<file path="src/rtl/seq_pattern_tx.sv">
// seq_pattern_tx: serial pattern transmitter.
// Sends a latched PAT_W-bit pattern MSB first, one bit per clock. The pattern
// is repeated a latched number of times, with an optional idle gap between
// repetitions. All outputs are registered, so the first pattern bit appears
// in the cycle right after the accepting edge.
module seq_pattern_tx #(
    parameter int   PAT_W    = 4,
    parameter int   CNT_W    = 8,
    parameter int   GAP_W    = 4,
    parameter logic IDLE_LVL = 1'b1
) (
    input  logic             clk,
    input  logic             rstn,
    input  logic             start,
    input  logic [PAT_W-1:0] pat_i,
    input  logic [CNT_W-1:0] rep_i,
    input  logic [GAP_W-1:0] gap_i,
    input  logic             abort,
    output logic             tx,
    output logic             tx_valid,
    output logic             frame,
    output logic             busy,
    output logic             done
);

    localparam int              BW       = $clog2(PAT_W);
    localparam logic [BW-1:0]   BIT_LAST = BW'(PAT_W - 1);
    localparam logic [CNT_W-1:0] REP_ONE = CNT_W'(1);

    typedef enum logic [1:0] {
        IDLE  = 2'd0,
        SHIFT = 2'd1,
        GAP   = 2'd2
    } state_t;

    state_t           state_reg;
    logic [PAT_W-1:0] pat_reg;   // latched pattern, used to reload each repetition
    logic [PAT_W-1:0] sh_reg;    // bits still to be sent in this repetition, MSB next
    logic [BW-1:0]    bit_reg;   // index of the pattern bit currently on tx
    logic [CNT_W-1:0] rep_reg;   // repetitions left, including the one in flight
    logic [GAP_W-1:0] gap_reg;   // latched gap length
    logic [GAP_W-1:0] gcnt_reg;  // gap cycles left after the current one

    // Transmitter FSM with registered outputs; abort overrides every state.
    always_ff @(posedge clk or negedge rstn) begin
        if (!rstn) begin
            state_reg <= IDLE;
            pat_reg   <= '0;
            sh_reg    <= '0;
            bit_reg   <= '0;
            rep_reg   <= '0;
            gap_reg   <= '0;
            gcnt_reg  <= '0;
            tx        <= IDLE_LVL;
            tx_valid  <= 1'b0;
            frame     <= 1'b0;
            busy      <= 1'b0;
            done      <= 1'b0;
        end else if (abort) begin
            state_reg <= IDLE;
            tx        <= IDLE_LVL;
            tx_valid  <= 1'b0;
            frame     <= 1'b0;
            busy      <= 1'b0;
            done      <= 1'b0;
        end else begin
            case (state_reg)
                IDLE: begin
                    tx       <= IDLE_LVL;
                    tx_valid <= 1'b0;
                    frame    <= 1'b0;
                    busy     <= 1'b0;
                    done     <= 1'b0;
                    // A zero repeat count is a no-op request and is dropped.
                    if (start && (rep_i != '0)) begin
                        pat_reg   <= pat_i;
                        gap_reg   <= gap_i;
                        rep_reg   <= rep_i;
                        sh_reg    <= pat_i << 1;
                        bit_reg   <= BIT_LAST;
                        tx        <= pat_i[PAT_W-1];
                        tx_valid  <= 1'b1;
                        frame     <= 1'b1;
                        busy      <= 1'b1;
                        state_reg <= SHIFT;
                    end
                end

                SHIFT: begin
                    done <= 1'b0;
                    if (bit_reg != '0) begin
                        tx      <= sh_reg[PAT_W-1];
                        sh_reg  <= sh_reg << 1;
                        bit_reg <= bit_reg - 1'b1;
                        frame   <= 1'b0;
                    end else if (rep_reg == REP_ONE) begin
                        // Last bit of the last repetition has just been sent.
                        state_reg <= IDLE;
                        tx        <= IDLE_LVL;
                        tx_valid  <= 1'b0;
                        frame     <= 1'b0;
                        busy      <= 1'b0;
                        done      <= 1'b1;
                    end else begin
                        rep_reg <= rep_reg - 1'b1;
                        if (gap_reg == '0) begin
                            // Back-to-back repetition: reload without a gap.
                            tx      <= pat_reg[PAT_W-1];
                            sh_reg  <= pat_reg << 1;
                            bit_reg <= BIT_LAST;
                            frame   <= 1'b1;
                        end else begin
                            state_reg <= GAP;
                            gcnt_reg  <= gap_reg - 1'b1;
                            tx        <= IDLE_LVL;
                            tx_valid  <= 1'b0;
                            frame     <= 1'b0;
                        end
                    end
                end

                GAP: begin
                    done <= 1'b0;
                    if (gcnt_reg == '0) begin
                        state_reg <= SHIFT;
                        tx        <= pat_reg[PAT_W-1];
                        sh_reg    <= pat_reg << 1;
                        bit_reg   <= BIT_LAST;
                        tx_valid  <= 1'b1;
                        frame     <= 1'b1;
                    end else begin
                        gcnt_reg <= gcnt_reg - 1'b1;
                    end
                end

                default: begin
                    state_reg <= IDLE;
                    tx        <= IDLE_LVL;
                    tx_valid  <= 1'b0;
                    frame     <= 1'b0;
                    busy      <= 1'b0;
                    done      <= 1'b0;
                end
            endcase
        end
    end

endmodule

</file>
<file path="config.mk">
export PLATFORM = sky130hd
export DESIGN_NAME = seq_pattern_tx
export DESIGN_NICKNAME = d
export VERILOG_FILES = /design/src/rtl/seq_pattern_tx.sv
export SDC_FILE = /design/constraint.sdc
export NUM_CORES = 1
export LEC_CHECK = 0
export ABC_AREA = 1
export CAP_MARGIN = 10
export CORE_MARGIN = 1.5
export CORE_UTILIZATION = 24
export CTS_CLUSTER_SIZE = 30
export DETAILED_ROUTE_END_ITERATION = 8
export GPL_ROUTABILITY_DRIVEN = 0
export GPL_TIMING_DRIVEN = 0
export SETUP_SLACK_MARGIN = 0.1
export SLEW_MARGIN = 20
export SYNTH_ARGS = -nofsm -noshare
export SYNTH_HDL_FRONTEND = slang
export SYNTH_SLANG_ARGS = --single-unit
</file>
<file path="constraint.sdc">
create_clock -name clk -period 2.1 [get_ports clk]
set_input_delay 0.42 -clock clk [delete_from_list [all_inputs] [get_ports clk]]
set_output_delay 0.42 -clock clk [all_outputs]
set_load 0.03 [all_outputs]
</file>
# Word-level counts from Yosys, hierarchy flattened
# Index checks and enable logic that the tools add are counted.
# W data, S select, Z words.
# op_classes
addsub,4
eq_ne,17
n_mux,55
n_bitwise,1
n_reduce_logical,16
# op_table
operator,n
$mux W4,9
$mux W8,3
$mux W1,23
$mux W2,11
$ne A3 B3 Y1 const B,6
$pmux W8 S2,1
$ne A2 B2 Y1 const B,7
$pmux W1 S3,4
$pmux W2 S3,2
$pmux W4 S3,1
$reduce_and A6 Y1,2
$reduce_and A3 Y1,3
$eq A8 B1 Y1 const B,1
$logic_not A4 Y1,2
$pmux W4 S2,1
$reduce_bool A8 Y1,1
$sub A4 B1 Y4 const B,2
$sub A8 B1 Y8 const B,1
$reduce_bool A2 Y1,3
$reduce_and A5 Y1,1
$ne A4 B4 Y1 const B,1
$reduce_and A4 Y1,1
$reduce_bool A3 Y1,1
$eq A2 B1 Y1 const B,1
5 further kinds,5
# totals
register_bits,33
elab_cells,105

# Logic depth before layout (Yosys ltp)
# logic_depth
ltp_word,6
ltp_mapped,12
depth_no_buf,12

# Worst setup path after synthesis
# No wires, ideal clock.
# synth_timing
path_type,reg2reg
start,register state_reg[0]
end,register gcnt_reg[2]
setup_time_ns,0.123
arrival_time_ns,1.487
required_ns,1.977
setup_slack_ns,0.490
stages_incl_launch_ff,9
path_buffers,1
period_less_slack_ns,1.610
cell_sequence,dfrtp_1 > inv_1 > ha_1 > buf_6 > o21ai_0 > ha_1 > xnor2_1 > nand2_1 > nand2_1
# synth_via
elab_chain_len,3
elab_cells_between_ends,9
classes_between,6 x eq/ne; 1 x mux; 2 x reduce/logical
# synth_rtl
item,line,source
start: declaration,36,state_t state_reg;
start signal: assignment,47,state_reg <= IDLE;
start signal: assignment,60,state_reg <= IDLE;
start signal: assignment,85,state_reg <= SHIFT;
$eq A2 B2 Y1 / $eq A2 B1 Y1 (equally long branches),67,case (state_reg)
$ne A2 B2 Y1 (no line) / $reduce_bool A2 Y1 (equally long branches),-,
$reduce_and A6 Y1 (no line),-,
end signal: assignment,114,gcnt_reg <= gap_reg - 1'b1;
end signal: assignment,132,gcnt_reg <= gcnt_reg - 1'b1;
end: declaration,42,logic [GAP_W-1:0] gcnt_reg;
# Several ways; a longest one is shown, not always the timed one.
# A chain may end at the register's enable or synchronous reset.

# Final worst setup path
# layout_timing
start,register tx
end,output tx
# layout_lines
item,line,source
start: declaration,19,"output logic tx,"
start signal: assignment,81,tx <= pat_i[PAT_W-1];
start signal: assignment,92,tx <= sh_reg[PAT_W-1];
start signal: assignment,108,tx <= pat_reg[PAT_W-1];
# No word-level cell between the ends.

==> metrics.yaml <==
run_status:
  outcome: "completed"
min_path:
  hp-class: "in -> async"
critical_path:
  cp_num_buf_inv: 1
  regToRegEndpoint: "gcnt_reg[2]"
  crit_chain: "clkdlybuf4s50_1"
  worstPathMaxFanout: 2
  cpPeakStageDelay_ns: 0.66
  slowest_stage: "clkdlybuf4s50_1"
  worstPathRequired_ns: 1.68
  critPathLaunchType: "flop"
  cpLargestDelayFamily: "buffers and inverters"
  rr_startpoint: "state_reg[0]"
  cp-end-kind: "output port"
  worstSetupPathType: "reg -> out"
  reg2reg_depth: 8
  cp.arrival_ns: 1.47
  r2r_slack_ns: 0.26
clock_tree:
  cts.path.max_buffers: 2
  cts.sinks: 32
  cts_buffers: 5
  clk_pin_slew_ns: 0.06
  clockRootBuffer: "clkbuf_8"
  cts_tree: "built"
  htreeDepth: 2
  clock_latency_ns: 0.28
final_layout:
  largest_reg_flops: 8
  nets: 355
  final_area_um2: 2540
  layout_commonest_cell: "nand2_1"
  area_delta_synth_final_pct: 24.3
  final_layout_size_suffix_gt1_share_pct: 9.15
  final_cell_mix: "111 x nand2_1, 38 x inv_1, 31 x dfrtp_1"
  n_antenna_cell: 0
  fin_util_pct: 31.0
floorplan:
  ios: 25
  die_w_um: 95.3
  dieArea_um2: 9090
  start_util_pct: 24.9
  std_cell_rows: 33
  core_um2: 8220
  die_h_um: 95.3
global_routing:
  grt_usage_pct: 11.9
  overflow: 0
  grt_antenna_before_repair: 0
  grt_pass1_vias: 1887
  grt_pass1_wl_mm: 8.42
  grt_max_degree: 21
route:
  first_iter_violations: 91
  wl_per_cell_um: 10.9
  vias: 1898
  via_per_inst: 4.38
  detail-route-antenna-nets: 0
  postRouteWirelength_mm: 4.71
  firstDrtPassIters: 4
  drc_errors: 0
timing:
  finalSetupViolCount: 0
  drv_slew: 0
  maxSlewHeadroom_pct: 69.1
  hold_viol: 0
  fmax_mhz: 529
  min_period_ns: 1.89
  rsz0062_at_grt: "false"
  fin_skew_ns: 0.00486
  tightest_slew_ns: 0.459
  post-route-period-util_pct: 90.1
placed_design:
  hpwl_mm: 3.73
  place_area_um2: 2440
  portBuffers: 24
synth:
  yosysUniqueCellTypes: 29
  synthTopCellsByArea: "dfrtp_1 38%, nand2_1 20%, inv_1 7.0%"
  synth_top_area_share_pct: 37.9
  syn_avg_cell_area_um2: 6.93
  yosys_warnings: 0
  synthCells: 295
  synth_area_leader_cell: "dfrtp_1"
  ys_seq_area_share_pct: 39.2
  synth.ff_latch_count: 32
  synth.net_count: 323
  netlist_area_um2: 2050
pwr:
  p_leak_nw: 1.30
  irDropWorstVdd_v: 0.000326
  power_density_nw_per_um2: 1370
flow_run:
  cap_violations: 0
power by group:
part | leakage (nW) | switching, W | internal [W] | total, W
logic | 0.845 | 0.00117 | 0.000674 | 0.00185
clock network | 0.0515 | 0.000220 | 0.000299 | 0.000519
registers | 0.401 | 0.000213 | 0.000908 | 0.00112
total | 1.30 | 0.00161 | 0.00188 | 0.00349
cells by family (layout without fill, tap and decap cells):
| group | after synthesis | after routing | share of synthesized area, % |
|---|---|---|---|
| xor+xnor | 1 | 1 | 0.428 |
| compound gates | 31 | 31 | 8.44 |
| simple gates | 180 | 180 | 38.7 |
| flops | 32 | 32 | 39.2 |
| fa+ha+maj | 8 | 8 | 4.89 |
| buf+inv | 43 | 76 | 8.38 |
cell type report:
type / instances / area, um2
fill: 869 / 5670
buffer: 4 / 25.0
multi-input combinational: 220 / 1080
clock buffer: 8 / 100
tap: 105 / 131
inverter: 39 / 146
timing repair buffer: 25 / 263
sequential: 32 / 802
synth_stat cells (all sizes together):
cell type	instances
nand4	8
buf	2
nand3	23
ha	8
nand3b	1
o21ai	26
nor2	30
inv	39
a31oi	2
nor3	1
o21bai	1
clkbuf	2
dfrtp	31
dfstp	1
xnor2	1
nand2	116
a21boi	2
or2	1
stage by stage:
| step | hold WS [ns] | worst slack, ns | TNS [ns] | total power [W] | instances |
|---|---|---|---|---|---|
| 2_1_floorplan | 0.124 | 0.490 | 0 | 0.00249 | 295 |
| 3_3_place_gp | 0.454 | -0.0643 | -2.01 | 0.00293 | 424 |
| 3_5_place_dp | 0.352 | -0.0728 | -0.255 | 0.00299 | 425 |
| 4_1_cts | 0.0444 | 0.194 | 0 | 0.00352 | 433 |
| 5_1_grt | 0.0608 | 0.101 | 0 | 0.00388 | 433 |
| 6_report | 0.0418 | 0.209 | 0 | 0.00349 | 433 |
per-layer routing:
layer | part of all wire [%] | routed length [um] | global-route usage, % | vias to the layer above
met2 | 48 | 2280 | 19.3 | 25
met1 | 46 | 2190 | 15.1 | 873
met5 | 0 | 0 | 0 | -
met3 | 3.1 | 148 | 2.07 | 7
li1 | - | - | - | 993
met4 | 2.0 | 95 | 5.72 | 0
worst max path at each step:
stage / from / depth (start not counted) / slack (ns) / end
global placement: rstn / 1 / -0.06 / busy
global route: state_reg[0] / 8 / 0.10 / gcnt_reg[2]
detailed placement: abort / 6 / -0.07 / sh_reg[2]
CTS: tx / 1 / 0.19 / tx
floorplan: state_reg[0] / 8 / 0.49 / gcnt_reg[2]
finish: tx / 1 / 0.21 / tx
repair_timing:
action                                 4_1_cts  5_1_grt
setup buffers                                0        0
hold buffers                                 0        0
endpoints found under the hold margin        0        0
setup endpoints to repair                    0        5
resized for setup                            0        1
Note: power is estimated with default switching activity, not from simulation.
